## config.mk

```make
export PLATFORM = sky130hd
export DESIGN_NAME = uart_status_tx
export DESIGN_NICKNAME = d
export VERILOG_FILES = /design/src/rtl/uart_status_tx.sv
export SDC_FILE = /design/constraint.sdc
export NUM_CORES = 1
export LEC_CHECK = 0
export BUFFER_PORTS_ARGS = -buffer_cell sky130_fd_sc_hd__buf_2
export CORE_AREA = 10 10 88 90
export DETAILED_ROUTE_END_ITERATION = 10
export DIE_AREA = 0 0 98 100
export PLACE_DENSITY_LB_ADDON = 0.2
export SLEW_MARGIN = 10
export SYNTH_ARGS = -nofsm -noshare
export SYNTH_HDL_FRONTEND = slang
export SYNTH_SLANG_ARGS = --single-unit
```

## constraint.sdc

```tcl
create_clock -name clk -period 2.55 [get_ports clk]
set_input_delay 0.1275 -clock clk [delete_from_list [all_inputs] [get_ports clk]]
set_output_delay 0.1275 -clock clk [all_outputs]
set_load 0.05 [all_outputs]
```

## src/rtl/uart_status_tx.sv

```systemverilog
// Formats game-event status messages (START / OVER / SCORE) and hands them byte by byte
// to the shared uart transmit port. States: IDLE pick msg | SEND strobe byte | ARM wait uart busy | DRAIN wait uart idle | GAP post-message pause
module uart_status_tx #(
  parameter int GAP_TICKS = 0,
  parameter int CNT_W     = 16
) (
  input  logic             clk,
  input  logic             reset_n,
  input  logic             game_start,
  input  logic             game_over,
  input  logic             score_inc,
  input  logic [15:0]      score,
  input  logic             is_transmitting,
  output logic             transmit,
  output logic [7:0]       tx_byte,
  output logic             busy,
  output logic [CNT_W-1:0] sent_count
);

  localparam logic [2:0] S_IDLE  = 3'd0;
  localparam logic [2:0] S_SEND  = 3'd1;
  localparam logic [2:0] S_ARM   = 3'd2;
  localparam logic [2:0] S_DRAIN = 3'd3;
  localparam logic [2:0] S_GAP   = 3'd4;

  localparam logic [1:0] M_START = 2'd0;
  localparam logic [1:0] M_OVER  = 2'd1;
  localparam logic [1:0] M_SCORE = 2'd2;

  localparam int GAP_W = (GAP_TICKS > 1) ? $clog2(GAP_TICKS) : 1;
  localparam logic [GAP_W-1:0] GAP_LOAD = (GAP_TICKS > 0) ? GAP_W'(GAP_TICKS - 1) : '0;

  logic [2:0]       state;
  logic [1:0]       msg_sel;
  logic [15:0]      snap;
  logic [3:0]       idx;
  logic [3:0]       last_idx;
  logic [7:0]       msg_byte;
  logic [7:0]       tx_last;
  logic [GAP_W-1:0] gap_cnt;
  logic             p_start, p_over, p_score;
  logic             sel_go, clr_start, clr_over, clr_score;

  function automatic logic [7:0] asc(input logic [3:0] d);
    return 8'h30 + {4'h0, d};
  endfunction

  always_comb begin
    msg_byte = 8'h0A;
    last_idx = 4'd0;
    case (msg_sel)
      M_START: begin
        last_idx = 4'd6;
        case (idx)
          4'd0:    msg_byte = "S";
          4'd1:    msg_byte = "T";
          4'd2:    msg_byte = "A";
          4'd3:    msg_byte = "R";
          4'd4:    msg_byte = "T";
          4'd5:    msg_byte = 8'h0D;
          default: msg_byte = 8'h0A;
        endcase
      end
      M_OVER: begin
        last_idx = 4'd10;
        case (idx)
          4'd0:    msg_byte = "O";
          4'd1:    msg_byte = "V";
          4'd2:    msg_byte = "E";
          4'd3:    msg_byte = "R";
          4'd4:    msg_byte = " ";
          4'd5:    msg_byte = asc(snap[15:12]);
          4'd6:    msg_byte = asc(snap[11:8]);
          4'd7:    msg_byte = asc(snap[7:4]);
          4'd8:    msg_byte = asc(snap[3:0]);
          4'd9:    msg_byte = 8'h0D;
          default: msg_byte = 8'h0A;
        endcase
      end
      default: begin
        last_idx = 4'd11;
        case (idx)
          4'd0:    msg_byte = "S";
          4'd1:    msg_byte = "C";
          4'd2:    msg_byte = "O";
          4'd3:    msg_byte = "R";
          4'd4:    msg_byte = "E";
          4'd5:    msg_byte = " ";
          4'd6:    msg_byte = asc(snap[15:12]);
          4'd7:    msg_byte = asc(snap[11:8]);
          4'd8:    msg_byte = asc(snap[7:4]);
          4'd9:    msg_byte = asc(snap[3:0]);
          4'd10:   msg_byte = 8'h0D;
          default: msg_byte = 8'h0A;
        endcase
      end
    endcase
  end

  // Selecting START also discards a pending score report.
  assign sel_go    = (state == S_IDLE) && (p_over || p_start || p_score);
  assign clr_over  = sel_go && p_over;
  assign clr_start = sel_go && !p_over && p_start;
  assign clr_score = sel_go && !p_over;

  assign transmit = (state == S_SEND) && !is_transmitting;
  assign tx_byte  = transmit ? msg_byte : tx_last;
  assign busy     = (state != S_IDLE);

  always_ff @(posedge clk) begin
    if (!reset_n) begin
      state      <= S_IDLE;
      msg_sel    <= M_START;
      snap       <= '0;
      idx        <= '0;
      tx_last    <= '0;
      gap_cnt    <= '0;
      sent_count <= '0;
      p_start    <= 1'b0;
      p_over     <= 1'b0;
      p_score    <= 1'b0;
    end else begin
      p_start <= (p_start && !clr_start) || game_start;
      p_over  <= (p_over && !clr_over) || game_over;
      p_score <= (p_score && !clr_score) || score_inc;
      case (state)
        S_IDLE: begin
          if (sel_go) begin
            snap  <= score;
            idx   <= '0;
            state <= S_SEND;
            if (p_over)       msg_sel <= M_OVER;
            else if (p_start) msg_sel <= M_START;
            else              msg_sel <= M_SCORE;
          end
        end
        S_SEND: begin
          if (!is_transmitting) begin
            tx_last <= msg_byte;
            state   <= S_ARM;
          end
        end
        S_ARM: begin
          if (is_transmitting) state <= S_DRAIN;
        end
        S_DRAIN: begin
          if (!is_transmitting) begin
            if (idx == last_idx) begin
              sent_count <= sent_count + 1'b1;
              if (GAP_TICKS > 0) begin
                gap_cnt <= GAP_LOAD;
                state   <= S_GAP;
              end else begin
                state <= S_IDLE;
              end
            end else begin
              idx   <= idx + 1'b1;
              state <= S_SEND;
            end
          end
        end
        S_GAP: begin
          if (gap_cnt == '0) state <= S_IDLE;
          else               gap_cnt <= gap_cnt - 1'b1;
        end
        default: state <= S_IDLE;
      endcase
    end
  end

endmodule
```

### Word level (Yosys, flattened, before mapping)

Index checks and enable logic that the tools add are counted.

* equality and inequality tests: 22
* muxes and demuxes: 20
* bitwise operators: 1
* add/sub/neg operators: 7
* reductions and logical operators: 29

Operators with widths (count)
* $pmux 7 s11: 1
* $pmux 7 s10: 1
* $pmux 7 s5: 1
* $add 6x4->7 const A: 4
* $add 16x1->16 const B: 1
* $eq 4x3->1 const B: 4
* $pmux 4 s2: 2
* $pmux 8 s2: 1
* $mux 3: 5
* $pmux 3 s5: 1
* $eq 4x4->1 const B: 3
* $mux 4: 3
* $ne 2x2->1 const B: 6
* $eq 4x2->1 const B: 2
* $logic_and 1x1->1: 8
* $mux 8: 1
* $eq 3x2->1 const B: 2
* $logic_not 1->1: 5
* $logic_or 1x1->1: 5
* $reduce_and 5->1: 1
* $add 4x1->4 const B: 1
* $eq 4x1->1 const B: 1
* $eq 4x4->1: 1
* $logic_not 4->1: 1
* other kinds (15): 18

* register bits after elaboration: 53
* output and inout bits: 26
* input port bits: 22
* word-level logic and storage cells: 89

### Longest topological paths before layout

Gate-level depths: netlist of run 1.

* depth in word-level cells: 8
* depth in mapped cells: 10
* depth with buffers taken out: 8

### Worst setup path before layout of run 1

OpenSTA, ideal clock, no wires.

* path type: reg-to-reg
* start: register idx[1]
* end: register tx_last[6]
* cell stages (with the launch flop): 8
* library setup time: 65 ps
* slack: -274 ps
* arrival time: 2759 ps
* data required time: 2485 ps
* clock period less this slack: 2824 ps
* path buffers: 2
* cells stage by stage: dfxtp_1 > inv_1 > ha_1 > clkbuf_1 > buf_1 > a31oi_1 > o31ai_1 > and2_1

* longest elaborated chain between the ends: 4
* elaborated cells between the ends (all ways): 16
* those cells by class: eq/ne (10); mux (4); reduce/logical (2)

RTL lines
* from (decl): line 36 `logic [3:0] idx;`
* from (signal assigned): line 157 `idx <= idx + 1'b1;`
* $eq 4x3->1 or $eq 4x1->1 (tied branches): line 54, 66, 82
* $reduce_or 2->1 (no line)
* $pmux 7 s5: line 54 `case (idx)`
* $pmux 8 s2 *: line 51 `case (msg_sel)`
* to (signal assigned): line 139 `tx_last <= msg_byte;`
* to (decl): line 39 `logic [7:0] tx_last;`

Mark *: on every way between the ends. The rest lies on a longest branch, timed or not.
A chain may end at the register's enable or synchronous reset.

### Worst setup path in the final report of run 1

* start: register idx[3]
* end: output tx_byte[0]

* longest elaborated chain between the ends: 5
* elaborated cells between the ends (all ways): 17
* those cells by class: eq/ne (10); mux (5); reduce/logical (2)

RTL lines
* $eq 4x3->1 or $eq 4x1->1 (tied branches): line 54, 66, 82
* $reduce_or 2->1 (no line)
* $pmux 7 s5: line 54
* $pmux 8 s2 *: line 51
* $mux 8 *: line 107 `assign tx_byte = transmit ? msg_byte : tx_last;`
* to (decl): line 15 `output logic [7:0] tx_byte,`

Marks and branches as above.

==> results_dict.tcl, run 1 <==
set metrics [dict create \
    status "complete, no violations" \
    path_buf_inv 2 \
    setup_viol 0 \
    clkPwrFrac_pct 19.3 \
    holdWs_ns 0.0254 \
    ys_top_cells_by_count "nand2_1, dfxtp_1, a21oi_1" \
    antenna_found_initial 0 \
    finClkSkew_ns 0.00488 \
    root_buffer "clkbuf_8" \
    floorplan.initialDensity_pct 47.0 \
    hold_viol_final 0 \
    io_buffers 46 \
    drc_errors 0 \
    layout-drive-gt1-share_pct 23.0 \
    syn_to_final_growth_pct 18.7 \
    synth_compound_area_share_pct 29.1 \
    drt-vias-per-instance 5.86 \
    ys_async_sr_fraction_pct 0 \
    dp_hpwl_um 5930 \
    dp_cells 487 \
    crit_family "simple AND/OR/NAND/NOR gates" \
    yosys_warnings 0 \
    dr.pass1.iters 5 \
    rows 29 \
    synthTopCellsByArea "dfxtp_1, a21oi_1, nand2_1" \
    die_area_mm2 0.00980 \
    cts_setup_buffers 0 \
    synthesis.nets 405 \
    required_ns 2.42 \
    maxSlewViolCount 0 \
    synth_top_area_share_pct 34.7 \
    netlist_instances 374 \
    yosysUniqueCellTypes 58 \
    io_pins 48 \
    cp-end-kind "output pin" \
    fin_setup_tns_ns 0 \
    vias 2895 \
    synth-simple-area-share_pct 24.3 \
    die_width_um 98 \
    tightest_slew_ns 0.612 \
    synth_most_common_cell "nand2_1" \
    synth_top_family_by_area "compound AO/OA/AOI/OAI gates" \
    grt_pass1_wl_um 13100 \
    internal_power_mw 1.40 \
    yosys_register_bits 50 \
    irDropWorstVdd_uv 482 \
    fin_crit_sh_pct 94.9 \
    p_switching_mw 1.02 \
    power_density_mw_per_mm2 708 \
    cpMaxStageDelayCell "dfxtp_1" \
    ant_nets 0 \
    coreArea_mm2 0.00613 \
    fin_util_pct 55.8 \
    pwr-share-comb_pct 40.3 \
    ctsHoldBuffers 0 \
    num_antenna_cells 0 \
    leakage_nw 1.37 \
    cp_cell_sequence "buf_4 > and3b_1 > o2bb2ai_1 > a221oi_2 > or3_1 > nand3_1 > clkbuf_4" \
    crit_type "reg -> out" \
    ys_seq_area_share_pct 34.7 \
    cts_tree "yes" \
    p_seq_share_pct 40.4 \
    use_met1_pct 18.6 \
    period_minus_slack_ns 2.42 \
    rsz0062_at_grt "no" \
    netlist_area_mm2 0.00288 \
    htree_levels 2 \
    grt_start_max_net_pins 24 \
    gr-usage-all-layers_pct 15.4 \
    arrival_ns 2.29 \
    crit_fanout 18 \
    synth-adder-area-share_pct 3.91 \
    synth_edf_count 0 \
    die_h_um 100 \
    max_stage_delay_ns 0.47 \
    cts.sinks 50 \
    worstHoldPathType "in -> reg" \
    grt_overflow 0 \
    insertion_delay_ns 0.30 \
    finalNonFillerCells 494 \
    use_met2_pct 26.6 \
    clkTransAtPathRegs_ns 0.10 \
    busiest_layer "met2" \
    cts_inserted_buffers 5 \
    drtIter0Drc 180 \
    synth_area_per_cell_um2 7.71 \
    max_slew_margin_pct 59.2 \
    synth-xor-area-share_pct 1.22 \
    fmax_mhz 413 \
    synth_mux_area_share_pct 0.694 \
    grt_pass1_vias 2827 \
    cts_max_path_buffers 2 \
    routed_wl_um 7880 \
    worst_setup_path_start_kind "flop" \
    grt_use_met3_pct 4.05 \
    switching_share_pct 42.1 \
    wl_per_cell_um 15.9 \
    final_nets 448 \
    synth_ff_type "dfxtp_1" \
    power.total_mw 2.42 \
    gp_congestion 0.914 \
    synth_top_cell_by_area "dfxtp_1" \
    maxCapViolCount 0 \
]
-- area by class of cell --
type	count	area, um2
fillers	603	2710
flip-flops and latches	50	1000
clock inverters	2	13.8
clock buffers	5	68.8
multi-input cells	284	1820
inverters	13	48.8
repair buffers	63	372
well taps	77	96.3
-- flip-flops by register name, summed over array words and instances, names as in the netlist --
register,flops
sent_count,16
snap,16
tx_last,7
idx,4
msg_sel,2
state,2
p_over,1
p_score,1
p_start,1
-- logic make-up after synthesis --
group                      after synthesis
xor gates and xnor gates                 4
and+or+nand+nor                        141
buffers and inverters                   40
adders and majority gates                9
muxes                                    2
other                                    1
AOI/OAI and AO/OA                      127
DFF                                     50
-- tightest hold or removal path: stages --
cell     delay (ns)
buf_2          0.07
a21oi_1        0.03
nor2_1         0.06
-- layout by cell type (no fill, tap or decap), types with 3 or more instances in the layout --
master    instances
buf_4            19
and2_1            7
or3_1             4
clkbuf_8          5
nand4_1           3
a21oi_1          45
nor3_2            3
o21ai_0          18
nand2b_1          6
buf_2            42
o211ai_1          5
nor3_1            6
ha_1              6
nand2_1          52
a211oi_1          3
and3_1            4
nor2_1           28
a31oi_1           6
or4_1             8
dfxtp_1          48
o31ai_1           8
inv_1            11
o21bai_1          3
o21a_1            3
nand3_1          10
a222oi_1          4
-- through the flow --
step           setup slack (ns)  cell area (um2)
3_5_place_dp              0.208             3260
6_report                  0.129             3420
3_3_place_gp              0.267             3260
2_1_floorplan            0.0221             2920
4_1_cts                 -0.0441             3360
5_1_grt                  0.0185             3420
-- power by group through the flow --
| stage | combinational, mW | clock [mW] | sequential (mW) |
|---|---|---|---|
| 5_1_grt | 1.08 | 0.506 | 0.990 |
| 2_1_floorplan | 0.723 | 0 | 0.964 |
| 3_5_place_dp | 0.959 | 0 | 0.994 |
| 6_report | 0.977 | 0.467 | 0.978 |
| 3_3_place_gp | 0.948 | 0 | 0.992 |
| 4_1_cts | 0.975 | 0.486 | 0.976 |
-- layer usage --
| metal | routed length [um] | up-vias |
|---|---|---|
| met5 | 0 | - |
| met4 | 89 | 0 |
| met3 | 425 | 9 |
| met2 | 3780 | 74 |
| met1 | 3580 | 1371 |
| li1 | - | 1441 |
-- path summary, 6_finish.rpt --
| kind | start | to | slack (ns) | cells past startpoint |
|---|---|---|---|---|
| hold / removal | game_start | p_start | 0.03 | 3 |
| setup / recovery | idx[3] | tx_byte[0] | 0.13 | 7 |
| hold reg to reg | snap[12] | snap[12] | 0.48 | 2 |
| setup reg to reg | idx[3] | sent_count[9] | 0.31 | 5 |
-- repair_timing --
action,4_1_cts,5_1_grt
pin swaps,0,3
endpoints found under the setup margin,5,7
gates resized for setup,8,16
hold endpoints to repair,0,0
Note: power is estimated with default switching activity, not from simulation.
==> run 2: changes to the inputs <==
MAX_ROUTING_LAYER = met4   (was unset)
==> run 2 against run 1 <==
Critical endpoint is now tx_byte[1]. Non-clock buffer count increased by 5. Largest cell class unchanged. Core utilization rose by 1.2 points. Clock-buffer cell count increased by 1.
==> results_dict.tcl, run 2 (synthesized netlist as in run 1, its figures left out) <==
set metrics [dict create \
    status "complete, no violations" \
    clkPwrFrac_pct 22.3 \
    fin_setup_tns_ns 0 \
    worstHoldPathType "in -> reg" \
    htree_levels 2 \
    leakage_nw 1.40 \
    root_buffer "clkbuf_8" \
    dr.pass1.iters 4 \
    ctsHoldBuffers 0 \
    layout-drive-gt1-share_pct 23.9 \
    fmax_mhz 410 \
    internal_power_mw 1.51 \
    crit_type "reg -> out" \
    floorplan.initialDensity_pct 47.0 \
    final_cell_mix "nand2_1, dfxtp_1, a21oi_1" \
    gp_congestion 0.937 \
    num-fill-cells 597 \
    clkTransAtPathRegs_ns 0.09 \
    max_slew_margin_pct 62.0 \
    io_buffers 46 \
    rows 29 \
    setup_ws_ns 0.110 \
    die_h_um 100 \
    die_width_um 98 \
    drc_errors 0 \
    place_ws_ns 0.108 \
    io_pins 48 \
    arrival_ns 2.31 \
    fin_crit_sh_pct 95.7 \
    syn_to_final_growth_pct 21.3 \
    maxCapViolCount 0 \
    worst_setup_path_start_kind "flop" \
    reg2reg_setup_slack_ns 0.25 \
    setup_viol 0 \
    grt_start_max_net_pins 41 \
    power_density_mw_per_mm2 723 \
    cts.sinks 50 \
    ant_nets 0 \
    cts_inserted_buffers 5 \
    p_switching_mw 1.02 \
    tightest_slew_ns 0.564 \
    num_antenna_cells 0 \
    insertion_delay_ns 0.31 \
    crit_top_cell "buf_4" \
    irDropWorstVdd_uv 493 \
    reg_top3 "sent_count (16), snap (16), tx_last (7)" \
    gr-usage-all-layers_pct 15.6 \
    required_ns 2.42 \
    cts_tree "yes" \
    final_common_cell "nand2_1" \
    fin_util_pct 57.0 \
    maxSlewViolCount 0 \
    cp_cell_sequence "buf_4 > ha_2 > nor4_4 > buf_4 > a211oi_2 > a31oi_1 > o21ai_1 > a21oi_2 > buf_4" \
    wl_per_cell_um 15.7 \
    switching_share_pct 40.3 \
    max_stage_delay_ns 0.37 \
    finClkSkew_ns 0.00460 \
    drt-vias-per-instance 5.76 \
    hold_viol_final 0 \
    crit_fanout 8 \
    grt_overflow 0 \
    coreArea_mm2 0.00613 \
    grt_pass1_vias 2696 \
    dp_hpwl_um 5810 \
    cpMaxStageDelayCell "dfxtp_4" \
    die_area_mm2 0.00980 \
    vias 2878 \
    pwr-share-comb_pct 39.0 \
    grt_pass1_wl_um 12900 \
    period_minus_slack_ns 2.44 \
    final_nets 453 \
    drtIter0Drc 209 \
    cts_max_path_buffers 2 \
    cp-end-kind "output pin" \
    antenna_found_initial 0 \
    routed_wl_um 7850 \
    p_seq_share_pct 38.7 \
]
run 2: worst max-delay path, delay by kind of cell, from the launching register on:
family | cells | cell delay (ns)
AND/OR/NAND/NOR | 1 | 0.32
flip-flops | 1 | 0.37
AO/OA/AOI/OAI | 4 | 0.54
buffers and inverters | 3 | 0.52
adder cells (fa/ha/maj) | 1 | 0.25
run 2: worst paths after layout:
check / start / to / cells past startpoint
max: idx[0] / tx_byte[1] / 9
min: score_inc / p_score / 3
max reg2reg: state[1] / sent_count[9] / 6
min reg2reg: snap[14] / snap[14] / 2
run 2: final cells by class:
type | instances | area, um2 | area share (%)
clock buffers | 6 | 72.6 | 2.08
repair buffers | 68 | 405 | 11.6
inverters | 13 | 52.6 | 1.50
well taps | 77 | 96.3 | 2.75
flip-flops and latches | 50 | 1010 | 28.8
clock inverters | 2 | 37.5 | 1.07
multi-input cells | 284 | 1830 | 52.2
run 2: power groups by stage:
stage / registers [mW] / logic (mW) / clock network, mW
floorplan: 0.964 / 0.723 / 0
detailed placement: 0.997 / 0.956 / 0
CTS: 0.979 / 0.980 / 0.578
global placement: 0.993 / 0.949 / 0
finish: 0.978 / 0.986 / 0.564
global route: 0.993 / 1.09 / 0.601
run 2: routing by layer:
metal	global-route usage [%]	routed length (um)	vias to the layer above
li1	-	-	1462
met1	19.1	3660	1334
met2	25.2	3680	73
met3	3.71	413	9
met4	3.91	87	0
met5	-	0	-
run 2: what timing repair did:
action | CTS | global route
endpoints found under the setup margin | 4 | 5
gates resized for setup | 9 | 15
pin swaps | 0 | 5
setup buffers | 0 | 5
run 2: through the flow:
stage / hold slack, ns / instance area, um2 / power (mW) / instances
floorplan: 0.245 / 2920 / 1.69 / 374
global placement: 0.341 / 3260 / 1.94 / 487
detailed placement: 0.339 / 3260 / 1.95 / 487
CTS: 0.0176 / 3390 / 2.54 / 495
global route: 0.0403 / 3500 / 2.68 / 500
finish: 0.0196 / 3500 / 2.53 / 500
==> run 3: changes to the inputs <==
RECOVER_POWER = 25   (was unset)
==> run 3 against run 2 <==
Cell count unchanged. Clock power is 0.9% lower. Register-to-register slack is essentially flat. Non-clock buffer count unchanged. Via count is 0.10% lower. Core utilization decreased by 0.39 points. Sequential cell count stayed put. Power fell by 0.58%. Critical path type unchanged.
==> results_dict.tcl, run 3 (synthesized netlist as in run 1, its figures left out) <==
set metrics [dict create \
    status "complete, no violations" \
    place_ws_ns 0.108 \
    max_slew_margin_pct 59.7 \
    final_cell_mix "nand2_1, dfxtp_1, a21oi_1" \
    setup_ws_ns 0.114 \
    tightest_slew_ns 0.607 \
    drt-vias-per-instance 5.75 \
    gr-usage-all-layers_pct 15.6 \
    syn_to_final_growth_pct 20.5 \
    die_width_um 98 \
    internal_power_mw 1.50 \
    root_buffer "clkbuf_8" \
    ant_nets 0 \
    maxSlewViolCount 0 \
    required_ns 2.42 \
    pwr-share-comb_pct 38.9 \
    path_buf_inv 3 \
    fmax_mhz 411 \
    grt_pass1_vias 2696 \
    hold_viol_final 0 \
    insertion_delay_ns 0.30 \
    grt_start_max_net_pins 41 \
    setup_viol 0 \
    clkPwrFrac_pct 22.2 \
    fin_area_mm2 0.00347 \
    cp_cell_sequence "buf_4 > ha_2 > nor4_4 > buf_4 > a211oi_2 > a31oi_1 > o21ai_1 > a21oi_2 > buf_4" \
    io_buffers 46 \
    drtIter0Drc 201 \
    die_h_um 100 \
    htree_levels 2 \
    routed_wl_um 7800 \
    dpl_cell_area_mm2 0.00326 \
    cpMaxStageDelayCell "dfxtp_4" \
    arrival_ns 2.31 \
    leakage_nw 1.33 \
    power_density_mw_per_mm2 724 \
    vias 2875 \
    gp_congestion 0.937 \
    antenna_found_initial 0 \
    worst_setup_path_start_kind "flop" \
    p_seq_share_pct 38.9 \
    switching_share_pct 40.3 \
    max_stage_delay_ns 0.37 \
    num_antenna_cells 0 \
    grt_overflow 0 \
    floorplan.initialDensity_pct 47.0 \
    reg_top3 "sent_count (16), snap (16), tx_last (7)" \
    wl_per_cell_um 15.6 \
    clkTransAtPathRegs_ns 0.09 \
    final_nets 453 \
    maxCapViolCount 0 \
    p_switching_mw 1.01 \
    cts_max_path_buffers 2 \
    io_pins 48 \
    coreArea_mm2 0.00613 \
    irDropWorstVdd_uv 490 \
    drc_errors 0 \
    crit_type "reg -> out" \
    rows 29 \
    period_minus_slack_ns 2.44 \
    crit_top_cell "buf_4" \
    dp_hpwl_um 5810 \
    layout-drive-gt1-share_pct 19.9 \
    cts_inserted_buffers 5 \
    die_area_mm2 0.00980 \
    dr.pass1.iters 4 \
    ctsHoldBuffers 0 \
    grt_pass1_wl_um 12900 \
    fin_crit_sh_pct 95.5 \
    finClkSkew_ns 0.00459 \
    cts_tree "yes" \
    crit_family "compound AO/OA/AOI/OAI gates" \
    crit_fanout 8 \
    worstHoldPathType "in -> reg" \
    cts.sinks 50 \
    cp-end-kind "output pin" \
    final_common_cell "nand2_1" \
]
-- run 3: area by class of cell --
class / count / area (um2)
fillers: 608 / 2660
multi-input cells: 284 / 1830
flip-flops and latches: 50 / 1010
repair buffers: 68 / 382
well taps: 77 / 96.3
clock buffers: 6 / 72.6
inverters: 13 / 52.6
clock inverters: 2 / 37.5
-- run 3: timing repair --
action / 4_1_cts / 5_1_grt
gates resized for setup: 9 / 15
setup buffers: 0 / 5
pin swaps: 0 / 5
setup endpoints to repair: 4 / 5
-- run 3: metrics by stage --
stage | hold slack [ns] | std cells | TNS [ns] | utilization [%] | total power, mW
after floorplan | 0.245 | 374 | 0 | - | 1.69
after global placement | 0.341 | 487 | 0 | 53.1 | 1.94
after detailed placement | 0.339 | 487 | 0 | 53.1 | 1.95
after CTS | 0.0176 | 495 | 0 | 55.3 | 2.54
after global routing | 0.0403 | 500 | -0.0239 | 56.6 | 2.67
final | 0.0258 | 500 | 0 | 56.6 | 2.51
-- run 3: worst reg2reg max path: cells and delay by family (launching register included) --
kind,cells,cell delay (ns)
buf+inv,1,0.13
simple gates,2,0.90
flops,1,0.38
compound gates,2,0.51
fa+ha+maj,1,0.32
-- run 3: final timing paths --
kind / depth (start not counted) / from / slack [ns] / endpoint
worst max-delay path: 9 / idx[0] / 0.11 / tx_byte[1]
worst min-delay path: 3 / score_inc / 0.03 / p_score
worst max register to register: 6 / state[1] / 0.26 / sent_count[9]
worst min register to register: 2 / snap[5] / 0.48 / snap[5]
-- run 3: layer usage --
layer  global-route usage [%]  up-vias  wire length [um]
met5                        -        -                 0
met3                     3.71       11               357
met2                     25.2       74              3690
met4                     3.91        0               108
li1                         -     1462                 -
met1                     19.1     1328              3640
-- run 3: power by group through the flow --
stage                     registers [mW]  logic (mW)  clock network (mW)
final                              0.977       0.978               0.559
after global routing               0.993        1.08               0.601
after CTS                          0.979       0.980               0.578
after detailed placement           0.997       0.956                   0
after global placement             0.993       0.949                   0
after floorplan                    0.964       0.723                   0
